===== config.mk =====
export PLATFORM = sky130hd
export DESIGN_NAME = qea_run_sequencer_flat
export DESIGN_NICKNAME = d
export VERILOG_FILES = /design/src/rtl/qea_run_sequencer_if.sv /design/src/rtl/qea_run_sequencer.sv /design/src/flat_wrapper.sv
export SDC_FILE = /design/constraint.sdc
export NUM_CORES = 1
export LEC_CHECK = 0
export CAP_MARGIN = 20
export CORE_AREA = 2 2 385 387
export CTS_CLUSTER_DIAMETER = 50
export DETAILED_ROUTE_END_ITERATION = 16
export DIE_AREA = 0 0 387 389
export PLACE_DENSITY_LB_ADDON = 0.15
export SLEW_MARGIN = 20
export SYNTH_ARGS = -nofsm -noshare
export SYNTH_HDL_FRONTEND = slang
export SYNTH_SLANG_ARGS = --single-unit

===== constraint.sdc =====
create_clock -name clk -period 14.8 [get_ports clk]
set_input_delay 2.96 -clock clk [delete_from_list [all_inputs] [get_ports clk]]
set_output_delay 2.96 -clock clk [all_outputs]
set_load 0.01 [all_outputs]

===== src/rtl/qea_run_sequencer_if.sv =====
// Handshake and memory-port bundle between the QEA run sequencer and its environment.
// The master modport is the sequencer side and the slave modport is the QEA/host side.
interface qea_run_sequencer_if #(
    parameter int unsigned PE_NUM                  = 4,
    parameter int unsigned DATA_WIDTH              = 32,
    parameter int unsigned STATE_ADDR_WIDTH        = 16,
    parameter int unsigned GATE_CONTEXT_ADDR_WIDTH = 16,
    parameter int unsigned MAX_QBIT_WIDTH          = 6
);
    localparam int unsigned CTX_DATA_WIDTH = 2 * DATA_WIDTH;
    localparam int unsigned WORD_WIDTH     = PE_NUM * 2 * DATA_WIDTH;

    logic                               i_go;
    logic [MAX_QBIT_WIDTH-1:0]          i_qbit_num;
    logic [GATE_CONTEXT_ADDR_WIDTH-1:0] i_ins_num;
    logic                               s_ctx_valid;
    logic                               s_ctx_ready;
    logic [CTX_DATA_WIDTH-1:0]          s_ctx_data;
    logic                               o_ctx_en;
    logic                               o_ctx_wea;
    logic [GATE_CONTEXT_ADDR_WIDTH-1:0] o_ctx_addr;
    logic [CTX_DATA_WIDTH-1:0]          o_ctx_data;
    logic                               o_state_ena;
    logic                               o_state_wea;
    logic [STATE_ADDR_WIDTH-1:0]        o_state_addra;
    logic [WORD_WIDTH-1:0]              o_state_dina;
    logic [WORD_WIDTH-1:0]              i_state_dout;
    logic                               o_start;
    logic                               i_complete;
    logic                               m_out_valid;
    logic                               m_out_ready;
    logic [WORD_WIDTH-1:0]              m_out_data;
    logic                               o_busy;
    logic                               o_done;
    logic                               o_error;
    logic [31:0]                        o_cycles;

    modport master (
        input  i_go, i_qbit_num, i_ins_num, s_ctx_valid, s_ctx_data, i_state_dout,
               i_complete, m_out_ready,
        output s_ctx_ready, o_ctx_en, o_ctx_wea, o_ctx_addr, o_ctx_data, o_state_ena,
               o_state_wea, o_state_addra, o_state_dina, o_start, m_out_valid, m_out_data,
               o_busy, o_done, o_error, o_cycles
    );

    modport slave (
        output i_go, i_qbit_num, i_ins_num, s_ctx_valid, s_ctx_data, i_state_dout,
               i_complete, m_out_ready,
        input  s_ctx_ready, o_ctx_en, o_ctx_wea, o_ctx_addr, o_ctx_data, o_state_ena,
               o_state_wea, o_state_addra, o_state_dina, o_start, m_out_valid, m_out_data,
               o_busy, o_done, o_error, o_cycles
    );
endinterface


===== src/rtl/qea_run_sequencer.sv =====
// Sequences one QEA run: context load, state init, start, wait, readout, done.
// Define QEA_SEQ_TIMEOUT_EN to abort a run whose WAIT_DONE phase hits TIMEOUT_CYCLES.
module qea_run_sequencer #(
    parameter int unsigned PE_NUM                  = 4,
    parameter int unsigned DATA_WIDTH              = 32,
    parameter int unsigned STATE_ADDR_WIDTH        = 16,
    parameter int unsigned GATE_CONTEXT_ADDR_WIDTH = 16,
    parameter int unsigned MAX_QBIT_WIDTH          = 6,
    parameter int unsigned NUM_FRAC_BIT            = 30,
    parameter int unsigned TIMEOUT_CYCLES          = 2**20
) (
    input logic               clk,
    input logic               rst,
    qea_run_sequencer_if.master bus
);
    localparam int unsigned STATE_DATA_WIDTH = 2 * DATA_WIDTH;
    localparam int unsigned CTX_DATA_WIDTH   = 2 * DATA_WIDTH;
    localparam int unsigned WORD_WIDTH       = PE_NUM * STATE_DATA_WIDTH;
    localparam int unsigned ADDR_FULL        = STATE_ADDR_WIDTH + 2;
    localparam logic [DATA_WIDTH-1:0] ONE_FIXED = DATA_WIDTH'(1) << NUM_FRAC_BIT;
    localparam logic [WORD_WIDTH-1:0] INIT_WORD =
        {ONE_FIXED, {(WORD_WIDTH - DATA_WIDTH){1'b0}}};

    typedef enum logic [3:0] {
        StIdle, StLoadCtx, StInitState, StStart, StWaitDone, StRdAddr, StRdCap, StOut, StDone
    } state_e;

    state_e                             state_q, state_d;
    logic [MAX_QBIT_WIDTH-1:0]          qbit_q, qbit_d;
    logic [GATE_CONTEXT_ADDR_WIDTH-1:0] ins_q, ins_d;
    logic [GATE_CONTEXT_ADDR_WIDTH-1:0] ctx_idx_q, ctx_idx_d;
    logic [STATE_ADDR_WIDTH-1:0]        idx_q, idx_d;
    logic [31:0]                        cnt_q, cnt_d;
    logic [31:0]                        cycles_q, cycles_d;
    logic                               error_q, error_d;
    logic [WORD_WIDTH-1:0]              out_data_q, out_data_d;

    logic [31:0]                 cnt_inc;
    logic [STATE_ADDR_WIDTH-1:0] state_last;
    logic                        qbit_bad;

    assign cnt_inc    = (&cnt_q) ? cnt_q : cnt_q + 32'd1;
    // Last state address is 2**(qbit-2)-1; only consulted once qbit_q has been range-checked.
    assign state_last = {STATE_ADDR_WIDTH{1'b1}} >> (ADDR_FULL - 32'(qbit_q));
    assign qbit_bad   = (32'(bus.i_qbit_num) < 32'd2) || (32'(bus.i_qbit_num) > ADDR_FULL);

`ifndef QEA_SEQ_TIMEOUT_EN
    logic unused_timeout;
    assign unused_timeout = ^32'(TIMEOUT_CYCLES);
`endif

    always_ff @(posedge clk or posedge rst) begin
        if (rst) begin
            state_q    <= StIdle;
            qbit_q     <= '0;
            ins_q      <= '0;
            ctx_idx_q  <= '0;
            idx_q      <= '0;
            cnt_q      <= '0;
            cycles_q   <= '0;
            error_q    <= 1'b0;
            out_data_q <= '0;
        end else begin
            state_q    <= state_d;
            qbit_q     <= qbit_d;
            ins_q      <= ins_d;
            ctx_idx_q  <= ctx_idx_d;
            idx_q      <= idx_d;
            cnt_q      <= cnt_d;
            cycles_q   <= cycles_d;
            error_q    <= error_d;
            out_data_q <= out_data_d;
        end
    end

    always_comb begin
        state_d    = state_q;
        qbit_d     = qbit_q;
        ins_d      = ins_q;
        ctx_idx_d  = ctx_idx_q;
        idx_d      = idx_q;
        cnt_d      = cnt_q;
        cycles_d   = cycles_q;
        error_d    = error_q;
        out_data_d = out_data_q;

        bus.s_ctx_ready   = 1'b0;
        bus.o_ctx_en      = 1'b0;
        bus.o_ctx_wea     = 1'b0;
        bus.o_ctx_addr    = '0;
        bus.o_ctx_data    = '0;
        bus.o_state_ena   = 1'b0;
        bus.o_state_wea   = 1'b0;
        bus.o_state_addra = '0;
        bus.o_state_dina  = '0;
        bus.o_start       = 1'b0;
        bus.m_out_valid   = 1'b0;
        bus.o_done        = 1'b0;

        unique case (state_q)
            StIdle: begin
                if (bus.i_go) begin
                    qbit_d    = bus.i_qbit_num;
                    ins_d     = bus.i_ins_num;
                    error_d   = 1'b0;
                    ctx_idx_d = '0;
                    idx_d     = '0;
                    if (qbit_bad) begin
                        error_d = 1'b1;
                        state_d = StDone;
                    end else if (bus.i_ins_num == '0) begin
                        state_d = StInitState;
                    end else begin
                        state_d = StLoadCtx;
                    end
                end
            end
            StLoadCtx: begin
                bus.s_ctx_ready = 1'b1;
                if (bus.s_ctx_valid) begin
                    bus.o_ctx_en   = 1'b1;
                    bus.o_ctx_wea  = 1'b1;
                    bus.o_ctx_addr = ctx_idx_q;
                    bus.o_ctx_data = bus.s_ctx_data;
                    ctx_idx_d      = ctx_idx_q + GATE_CONTEXT_ADDR_WIDTH'(1);
                    if (ctx_idx_q + GATE_CONTEXT_ADDR_WIDTH'(1) == ins_q) state_d = StInitState;
                end
            end
            StInitState: begin
                bus.o_state_ena   = 1'b1;
                bus.o_state_wea   = 1'b1;
                bus.o_state_addra = idx_q;
                bus.o_state_dina  = (idx_q == '0) ? INIT_WORD : '0;
                if (idx_q == state_last) begin
                    idx_d   = '0;
                    state_d = StStart;
                end else begin
                    idx_d = idx_q + STATE_ADDR_WIDTH'(1);
                end
            end
            StStart: begin
                bus.o_start = 1'b1;
                cnt_d       = '0;
                state_d     = StWaitDone;
            end
            StWaitDone: begin
                cnt_d = cnt_inc;
                // o_cycles counts WAIT_DONE cycles including the one that sees completion.
                if (bus.i_complete) begin
                    cycles_d = cnt_inc;
                    state_d  = StRdAddr;
                end
`ifdef QEA_SEQ_TIMEOUT_EN
                else if (cnt_inc == 32'(TIMEOUT_CYCLES)) begin
                    cycles_d = cnt_inc;
                    error_d  = 1'b1;
                    state_d  = StDone;
                end
`endif
            end
            StRdAddr: begin
                bus.o_state_ena   = 1'b1;
                bus.o_state_addra = idx_q;
                state_d           = StRdCap;
            end
            StRdCap: begin
                out_data_d = bus.i_state_dout;
                state_d    = StOut;
            end
            StOut: begin
                bus.m_out_valid = 1'b1;
                if (bus.m_out_ready) begin
                    if (idx_q == state_last) begin
                        state_d = StDone;
                    end else begin
                        idx_d   = idx_q + STATE_ADDR_WIDTH'(1);
                        state_d = StRdAddr;
                    end
                end
            end
            StDone: begin
                bus.o_done = 1'b1;
                state_d    = StIdle;
            end
            default: state_d = StIdle;
        endcase
    end

    assign bus.o_busy     = (state_q != StIdle);
    assign bus.o_error    = error_q;
    assign bus.o_cycles   = cycles_q;
    assign bus.m_out_data = out_data_q;
endmodule


===== src/flat_wrapper.sv =====
// flat-port wrapper written by rule: the top's interface ports become plain ports
module qea_run_sequencer_flat 
#(
    parameter int unsigned PE_NUM                  = 4,
    parameter int unsigned DATA_WIDTH              = 32,
    parameter int unsigned STATE_ADDR_WIDTH        = 16,
    parameter int unsigned GATE_CONTEXT_ADDR_WIDTH = 16,
    parameter int unsigned MAX_QBIT_WIDTH          = 6,
    parameter int unsigned NUM_FRAC_BIT            = 30,
    parameter int unsigned TIMEOUT_CYCLES          = 2**20
)
  (clk, rst, bus_i_go, bus_i_qbit_num, bus_i_ins_num, bus_s_ctx_valid, bus_s_ctx_data, bus_i_state_dout, bus_i_complete, bus_m_out_ready, bus_s_ctx_ready, bus_o_ctx_en, bus_o_ctx_wea, bus_o_ctx_addr, bus_o_ctx_data, bus_o_state_ena, bus_o_state_wea, bus_o_state_addra, bus_o_state_dina, bus_o_start, bus_m_out_valid, bus_m_out_data, bus_o_busy, bus_o_done, bus_o_error, bus_o_cycles);
  qea_run_sequencer_if #(.PE_NUM(PE_NUM), .DATA_WIDTH(DATA_WIDTH), .STATE_ADDR_WIDTH(STATE_ADDR_WIDTH), .GATE_CONTEXT_ADDR_WIDTH(GATE_CONTEXT_ADDR_WIDTH), .MAX_QBIT_WIDTH(MAX_QBIT_WIDTH)) bus_i ();
  input logic clk;
  input logic rst;
  input wire logic [$bits(bus_i.i_go)-1:0] bus_i_go;
  input wire logic [$bits(bus_i.i_qbit_num)-1:0] bus_i_qbit_num;
  input wire logic [$bits(bus_i.i_ins_num)-1:0] bus_i_ins_num;
  input wire logic [$bits(bus_i.s_ctx_valid)-1:0] bus_s_ctx_valid;
  input wire logic [$bits(bus_i.s_ctx_data)-1:0] bus_s_ctx_data;
  input wire logic [$bits(bus_i.i_state_dout)-1:0] bus_i_state_dout;
  input wire logic [$bits(bus_i.i_complete)-1:0] bus_i_complete;
  input wire logic [$bits(bus_i.m_out_ready)-1:0] bus_m_out_ready;
  output wire logic [$bits(bus_i.s_ctx_ready)-1:0] bus_s_ctx_ready;
  output wire logic [$bits(bus_i.o_ctx_en)-1:0] bus_o_ctx_en;
  output wire logic [$bits(bus_i.o_ctx_wea)-1:0] bus_o_ctx_wea;
  output wire logic [$bits(bus_i.o_ctx_addr)-1:0] bus_o_ctx_addr;
  output wire logic [$bits(bus_i.o_ctx_data)-1:0] bus_o_ctx_data;
  output wire logic [$bits(bus_i.o_state_ena)-1:0] bus_o_state_ena;
  output wire logic [$bits(bus_i.o_state_wea)-1:0] bus_o_state_wea;
  output wire logic [$bits(bus_i.o_state_addra)-1:0] bus_o_state_addra;
  output wire logic [$bits(bus_i.o_state_dina)-1:0] bus_o_state_dina;
  output wire logic [$bits(bus_i.o_start)-1:0] bus_o_start;
  output wire logic [$bits(bus_i.m_out_valid)-1:0] bus_m_out_valid;
  output wire logic [$bits(bus_i.m_out_data)-1:0] bus_m_out_data;
  output wire logic [$bits(bus_i.o_busy)-1:0] bus_o_busy;
  output wire logic [$bits(bus_i.o_done)-1:0] bus_o_done;
  output wire logic [$bits(bus_i.o_error)-1:0] bus_o_error;
  output wire logic [$bits(bus_i.o_cycles)-1:0] bus_o_cycles;
  assign bus_i.i_go = bus_i_go;
  assign bus_i.i_qbit_num = bus_i_qbit_num;
  assign bus_i.i_ins_num = bus_i_ins_num;
  assign bus_i.s_ctx_valid = bus_s_ctx_valid;
  assign bus_i.s_ctx_data = bus_s_ctx_data;
  assign bus_i.i_state_dout = bus_i_state_dout;
  assign bus_i.i_complete = bus_i_complete;
  assign bus_i.m_out_ready = bus_m_out_ready;
  assign bus_s_ctx_ready = bus_i.s_ctx_ready;
  assign bus_o_ctx_en = bus_i.o_ctx_en;
  assign bus_o_ctx_wea = bus_i.o_ctx_wea;
  assign bus_o_ctx_addr = bus_i.o_ctx_addr;
  assign bus_o_ctx_data = bus_i.o_ctx_data;
  assign bus_o_state_ena = bus_i.o_state_ena;
  assign bus_o_state_wea = bus_i.o_state_wea;
  assign bus_o_state_addra = bus_i.o_state_addra;
  assign bus_o_state_dina = bus_i.o_state_dina;
  assign bus_o_start = bus_i.o_start;
  assign bus_m_out_valid = bus_i.m_out_valid;
  assign bus_m_out_data = bus_i.m_out_data;
  assign bus_o_busy = bus_i.o_busy;
  assign bus_o_done = bus_i.o_done;
  assign bus_o_error = bus_i.o_error;
  assign bus_o_cycles = bus_i.o_cycles;
  qea_run_sequencer #(.PE_NUM(PE_NUM), .DATA_WIDTH(DATA_WIDTH), .STATE_ADDR_WIDTH(STATE_ADDR_WIDTH), .GATE_CONTEXT_ADDR_WIDTH(GATE_CONTEXT_ADDR_WIDTH), .MAX_QBIT_WIDTH(MAX_QBIT_WIDTH), .NUM_FRAC_BIT(NUM_FRAC_BIT), .TIMEOUT_CYCLES(TIMEOUT_CYCLES)) u_core (.clk(clk), .rst(rst), .bus(bus_i));
endmodule

-- Yosys cells after proc, flatten, opt, wreduce, memory -nomap -nowiden
Cells that the tools add are included.
W data, S select, Z words.
- register bits after elaboration: 379
- bits of input ports: 348
- logic and storage cells: 83
- output and inout port bits: 650
- eq/ne operators: 17
- $lt $le $gt $ge: 2
- multiplexer cells: 35
- add/subtract/negate cells: 4
- reduce and logical (&&, ||, !) cells: 15
- shifts and indexed selects: 1
- operators by type and width (operator ; number):
    $mux W256 ; 1
    $mux W255 ; 1
    $mux W16 ; 8
    $mux W64 ; 2
    $pmux W32 S2 ; 1
    $pmux W16 S3 ; 1
    $add A16 B1 Y16 const B ; 2
    $add A32 B1 Y32 const B ; 1
    $eq A16 B16 Y1 ; 2
    $logic_not A16 Y1 ; 2
    $mux W32 ; 1
    $mux W4 ; 8
    $pmux W16 S2 ; 1
    $pmux W4 S8 ; 1
    $reduce_and A32 Y1 ; 1
    $shr A16 B32 Y16 const A ; 1
    $eq A4 B3 Y1 const B ; 4
    $ne A2 B2 Y1 const B ; 5
    $mux W1 ; 9
    $eq A4 B2 Y1 const B ; 2
    $sub A5 B6 Y7 const A ; 1
    $gt A6 B5 Y1 const B ; 1
    $lt A6 B2 Y1 const B ; 1
    $reduce_and A6 Y1 ; 1
    13 further kinds ; 16

-- Longest topological paths before layout
- depth in word-level cells: 6
- gate-level depth with buffers: 13
- mapped depth without buffers: 10

-- Least setup slack after synthesis
No wires, ideal clock.
- path kind: input port to output port
- start point: in bus_s_ctx_valid
- end point: out bus_o_ctx_wea
- setup slack: 7.741 ns
- data required time: 11.840 ns
- arrival: 4.099 ns
- stages: 5
- buffers on the path: 3
- path through: clkbuf_1 nand2_1 inv_1 buf_1 buf_4
- cells in the longest elaborated chain, start to end: 2
- RTL lines (item ; RTL line ; text):
    from (decl) ; flat_wrapper.sv:19 ; input wire logic [$bits(bus_i.s_ctx_valid)-1:0] bus_s_ctx_valid;
    $mux W1 (2 in a row) ; n/a ;
    to (decl) ; flat_wrapper.sv:26 ; output wire logic [$bits(bus_i.o_ctx_wea)-1:0] bus_o_ctx_wea;
No other way between the ends.

-- Final worst setup path
- start point: in bus_s_ctx_valid
- end point: out bus_o_ctx_en
- cells in the longest elaborated chain, start to end: 2
- RTL lines (item ; RTL line ; text):
    $mux W1 ; qea_run_sequencer.sv:120 ; if (bus.s_ctx_valid) begin
    $mux W1 ; qea_run_sequencer.sv:100 ; unique case (state_q)
    to (decl) ; flat_wrapper.sv:25 ; output wire logic [$bits(bus_i.o_ctx_en)-1:0] bus_o_ctx_en;
No other way between the ends.

==> run metrics <==
crit-path max FO=35; cell area after synthesis=19,400 sq um; cells after synthesis=1,758; vias=15,497; vias in the first global route=15,925; CTS tree=done; setup_tns=0 ns; total wire length=86,400 microns; drt drc=0; Vias/cell=3.44; fin crit period=8.19 ns; CTS sink cnt=379; antenna viol nets, final=0; wire per inst=19.2 microns; Slew Limit Fails=0; register bit total from synthesis=379; Final GP Congestion=0.752; largest net degree at the start of global routing=137; Final Cell Area=31,000 sq um; RSZ-0062 raised after global routing=false; CTS Root Cell=clkbuf_16; area of the multi-input gates=8470 sq um; yosys warns=0; fraction of layout instances using a drive strength above 1=18.1%; WP data required=11.84 ns; first-pass GRT wire length=121,000 microns; # rows=141; Slew @ Worst Pin=0.930 ns; placed inst area=28,000 sq um; CTS-repair resized insts=0; final core utilization=21.1%; area delta synth->final=59.9%; Peak VDD IR=0.000112 V; worst skew pair latency=0.68 ns; Synth area leader=dfrtp_1; Tightest Hold Check Type=flop to flop; Max Clk Rate=0.122 GHz; H-Tree Depth=3; clk slew on worst S/H paths=0.05 ns; CP arrival=5.23 ns; Slew HR=37.1%; status=completed; Final setup viols=0; WHS=0.480 ns; cts bufs inserted=80; Initial Util=13.2%; asr flop ratio synth=100%; startpoint types=input port; core footprint=147,000 sq um; commonest non-fill, non-tap cells in the layout=clkdlybuf4s50_1, dfrtp_1, mux2_2, conb_1, nand2_1; Tcrit/Tclk final=55.3%; Clock Skews=0.0529 ns; fill count=15,962; register area=9480 sq um; commonest non-fill, non-tap cell in the layout=clkdlybuf4s50_1; hold_buf cts=0; CP Capture Type=output port; Longest Clk Path Bufs=3; Static Leak=0.0126 uW; first drt pass iteration count=5; IO Pins=998; die span in x=387 microns; hpwl dp=66,600 microns; final-report hold violation count=0; setup bufs post-CTS=0; die area=151,000 sq um; Initial DRC Count=574; IO Port Bufs=742; top cell type's share of synthesized area=49.0%; syn avg cell area=11.0 sq um; WS Path Type=input port to output port; register area share after synthesis=49.0%; synth top area cells=dfrtp_1, mux2_2, buf_4; top_reg_cell synth=dfrtp_1; GRT Total Usage=11.2%; gr ovfl total=0; Max Cap Violations=0; initial antenna violation count=35; number of synthesized flops with an enable pin=0; nets@finish=2,854; Unique masters post-synth=78; Pwr Density=203 nW/um^2; die height=389 microns
[kinds of logic after synthesis]
family	after synthesis	share of synthesized area [%]
and+or+nand+nor	441	12.0
adders and majority gates	5	0.323
other	1	0.0194
AOI/OAI and AO/OA	220	7.10
buffers and inverters	368	12.3
muxes	282	16.4
xor gates and xnor gates	62	2.84
DFF	379	49.0
[registers in the layout, summed over array words and instances, names as in the netlist]
register,flops
u_core.bus.m_out_data,256
u_core.cnt_q,32
u_core.bus.o_cycles,32
u_core.bus.o_error,1
u_core.ins_q,16
u_core.state_q,4
u_core.ctx_idx_q,16
u_core.idx_q,16
u_core.qbit_q,6
[report_power, final]
group	internal (uW)	switching (uW)	leakage, uW	total, uW
Sequential	1460	298	0.00469	1750
Clock	1300	670	0.00144	1970
Combinational	1360	1220	0.00648	2580
Total	4120	2180	0.0126	6300
[Yosys cell counts, types with 10 or more instances]
master	n
and3_1	99
xor2_1	22
nor3_1	24
nor2_1	57
xnor2_1	39
buf_4	260
mux2_2	278
inv_1	16
or3_1	10
nor4_1	13
a31oi_1	19
nand3_1	24
nand4_1	14
o31ai_1	16
o21ai_0	100
and2_1	15
dfrtp_1	379
nand2_1	135
a21oi_1	35
clkbuf_1	79
[final cells by class]
class / count / area share, %
Timing Repair Buffer: 759 / 24.5
Sequential cell: 379 / 30.6
Clock inverter: 45 / 2.19
Clock buffer: 104 / 7.31
Inverter: 16 / 0.218
Multi-Input combinational cell: 1265 / 27.4
Tap cell: 1930 / 7.80
Antenna cell: 7 / 0.0566
[metrics by stage]
| step | total power, uW | instances | worst slack, ns |
|---|---|---|---|
| 6_report | 6300 | 4505 | 6.61 |
| 5_1_grt | 6690 | 4501 | 6.43 |
| 4_1_cts | 6470 | 4498 | 6.51 |
| 3_5_place_dp | 4420 | 4349 | 6.50 |
| 3_3_place_gp | 4440 | 4349 | 6.51 |
| 2_1_floorplan | 3020 | 2012 | 1.31 |
[worst paths after layout]
check / end / slack, ns / cells past startpoint / startpoint
max: bus_o_ctx_en / 6.61 / 6 / bus_s_ctx_valid
min: u_core.bus.o_cycles[25] / 0.48 / 2 / u_core.bus.o_cycles[25]
max reg2reg: u_core.bus.m_out_data[202] / 10.79 / 6 / u_core.state_q[3]
min reg2reg: u_core.bus.o_cycles[25] / 0.48 / 2 / u_core.bus.o_cycles[25]
max in group asynchronous: u_core.bus.m_out_data[250] / 9.71 / 4 / rst
min in group asynchronous: u_core.cnt_q[20] / 2.84 / 2 / rst
[layer usage]
layer | global-route usage, % | vias to the layer above | part of all wire (%)
li1 | - | 7181 | -
met1 | 12.2 | 7387 | 37
met2 | 18.6 | 730 | 49
met3 | 5.24 | 153 | 10
met4 | 4.86 | 46 | 3.2
met5 | 0 | - | 0.33
[critical path, stage by stage]
cell and delay [ns]:
buf_2 0.08, buf_4 0.38, nand2_1 0.53, inv_1 0.38
buf_4 0.26, clkdlybuf4s50_1 0.58
(Power assumes the default switching activity.)
==> RTL change, RTL diff (same settings) <==
`MAX_QBIT_WIDTH` is set to 6 in 3 places; all go to 12.
--- a/src/rtl/qea_run_sequencer_if.sv
+++ b/src/rtl/qea_run_sequencer_if.sv
@@ -6,5 +6,5 @@
     parameter int unsigned STATE_ADDR_WIDTH        = 16,
     parameter int unsigned GATE_CONTEXT_ADDR_WIDTH = 16,
-    parameter int unsigned MAX_QBIT_WIDTH          = 6
+    parameter int unsigned MAX_QBIT_WIDTH          = 12
 );
     localparam int unsigned CTX_DATA_WIDTH = 2 * DATA_WIDTH;
--- a/src/rtl/qea_run_sequencer.sv
+++ b/src/rtl/qea_run_sequencer.sv
@@ -6,5 +6,5 @@
     parameter int unsigned STATE_ADDR_WIDTH        = 16,
     parameter int unsigned GATE_CONTEXT_ADDR_WIDTH = 16,
-    parameter int unsigned MAX_QBIT_WIDTH          = 6,
+    parameter int unsigned MAX_QBIT_WIDTH          = 12,
     parameter int unsigned NUM_FRAC_BIT            = 30,
     parameter int unsigned TIMEOUT_CYCLES          = 2**20
--- a/src/flat_wrapper.sv
+++ b/src/flat_wrapper.sv
@@ -6,5 +6,5 @@
     parameter int unsigned STATE_ADDR_WIDTH        = 16,
     parameter int unsigned GATE_CONTEXT_ADDR_WIDTH = 16,
-    parameter int unsigned MAX_QBIT_WIDTH          = 6,
+    parameter int unsigned MAX_QBIT_WIDTH          = 12,
     parameter int unsigned NUM_FRAC_BIT            = 30,
     parameter int unsigned TIMEOUT_CYCLES          = 2**20
Ports: changed (resized bus_i_qbit_num); port bits go from 998 to 1004. The function was not compared with the original's and may differ.
==> RTL change against the unedited design <==
Cell area rose by 0.90%. Global-route usage rose by 0.15 points. Wire length rose by 1.6%. Worst setup slack improved by 0.21 ns. Area after synthesis rose by 1.6%. Power rose by 1.2%. Sequential cell count rose by 6. Count of clock-buffer cells in the layout rose by 1. Critical path type unchanged.
==> RTL change: results <==
# TYPE chip_impl_metric gauge
chip_impl_info{name="outcome",value="complete, no violations"} 1
chip_impl_info{name="worst_hold_start",value="u_core.qbit_q[7]"} 1
chip_impl_metric{name="ir_drop",unit="uV"} 83.5
chip_impl_metric{name="detailedRoute.firstPassIterationCount",unit=""} 4
chip_impl_metric{name="first_global_vias",unit=""} 16521
chip_impl_metric{name="grt_util_all_layers",unit=""} 0.113
chip_impl_metric{name="r2r.worst_path.cells",unit=""} 9
chip_impl_info{name="synthTopCellsByArea",value="sky130_fd_sc_hd__dfrtp_1 49%, sky130_fd_sc_hd__mux2_2 15%, sky130_fd_sc_hd__buf_4 9.8%"} 1
chip_impl_metric{name="wirelength_met1",unit="mm"} 32.3
chip_impl_info{name="synth.top_cells.by_count",value="385 x sky130_fd_sc_hd__dfrtp_1, 257 x sky130_fd_sc_hd__mux2_2, 256 x sky130_fd_sc_hd__buf_4"} 1
chip_impl_metric{name="timing.slew.headroom",unit=""} 0.324
chip_impl_metric{name="gpl.final_weighted_congestion",unit=""} 0.789
chip_impl_metric{name="worst-path-max-fanout",unit=""} 23
chip_impl_info{name="r2r_start",value="u_core.qbit_q[0]"} 1
chip_impl_metric{name="crit_arrival",unit="ns"} 5.02
chip_impl_metric{name="dr.first_iter.drc_count",unit=""} 568
chip_impl_metric{name="powerSeq",unit="mW"} 1.81
chip_impl_metric{name="grt_start_max_net_pins",unit=""} 132
chip_impl_metric{name="global_route.usage.met3",unit=""} 0.0573
chip_impl_metric{name="grt_first_pass_wirelength",unit="mm"} 124
chip_impl_info{name="critPathCapture",value="bus_o_ctx_wea"} 1
chip_impl_metric{name="grt_antenna_before_repair",unit=""} 46
chip_impl_metric{name="post_route_cells_drive_above_1_share",unit=""} 0.166
chip_impl_metric{name="finalClockSkew",unit="ns"} 0.0463
chip_impl_metric{name="via_count",unit=""} 16223
chip_impl_metric{name="met3_wirelength",unit="mm"} 9.83
chip_impl_metric{name="use_met1",unit=""} 0.119
chip_impl_metric{name="synth-seq-area-share",unit=""} 0.490
RTL change: critical path, cell delays in order:
cell                              delay, ns
sky130_fd_sc_hd__buf_2                 0.09
sky130_fd_sc_hd__nand2_1               0.56
sky130_fd_sc_hd__inv_1                 0.72
sky130_fd_sc_hd__clkdlybuf4s50_1       0.66
RTL change: cells by family (layout without fill, tap and decap cells):
logic type | Yosys count | count (layout) | synth area share
AND/OR/NAND/NOR | 499 | 499 | 0.130
buffers and inverters | 380 | 929 | 0.123
flip-flops | 385 | 385 | 0.490
AO/OA/AOI/OAI | 237 | 237 | 0.0772
multiplexers | 261 | 261 | 0.149
XOR/XNOR | 61 | 61 | 0.0275
adder cells (fa/ha/maj) | 5 | 5 | 0.00318
other | 1 | 262 | 0.000191
RTL change: area by class of cell:
cell class | instances | area, sq um | share of cell area
clock inverters | 40 | 642 | 0.0205
repair buffers | 764 | 7630 | 0.244
inverters | 20 | 82.6 | 0.00264
clock buffers | 105 | 2250 | 0.0719
multi-input cells | 1318 | 8590 | 0.275
flip-flops and latches | 385 | 9630 | 0.308
diodes | 7 | 17.5 | 0.000560
well taps | 1930 | 2410 | 0.0773
RTL change: metrics by stage:
stage | cells | utilization | hold WS [ns] | setup slack (ns) | cell area (sq um)
2_1_floorplan | 2083 | - | 0.447 | 1.14 | 20600
3_3_place_gp | 4417 | 0.193 | 0.466 | 6.73 | 28300
3_5_place_dp | 4417 | 0.193 | 0.470 | 6.73 | 28300
4_1_cts | 4562 | 0.213 | 0.482 | 6.72 | 31200
5_1_grt | 4563 | 0.213 | 0.514 | 6.65 | 31200
6_report | 4569 | 0.213 | 0.476 | 6.82 | 31300
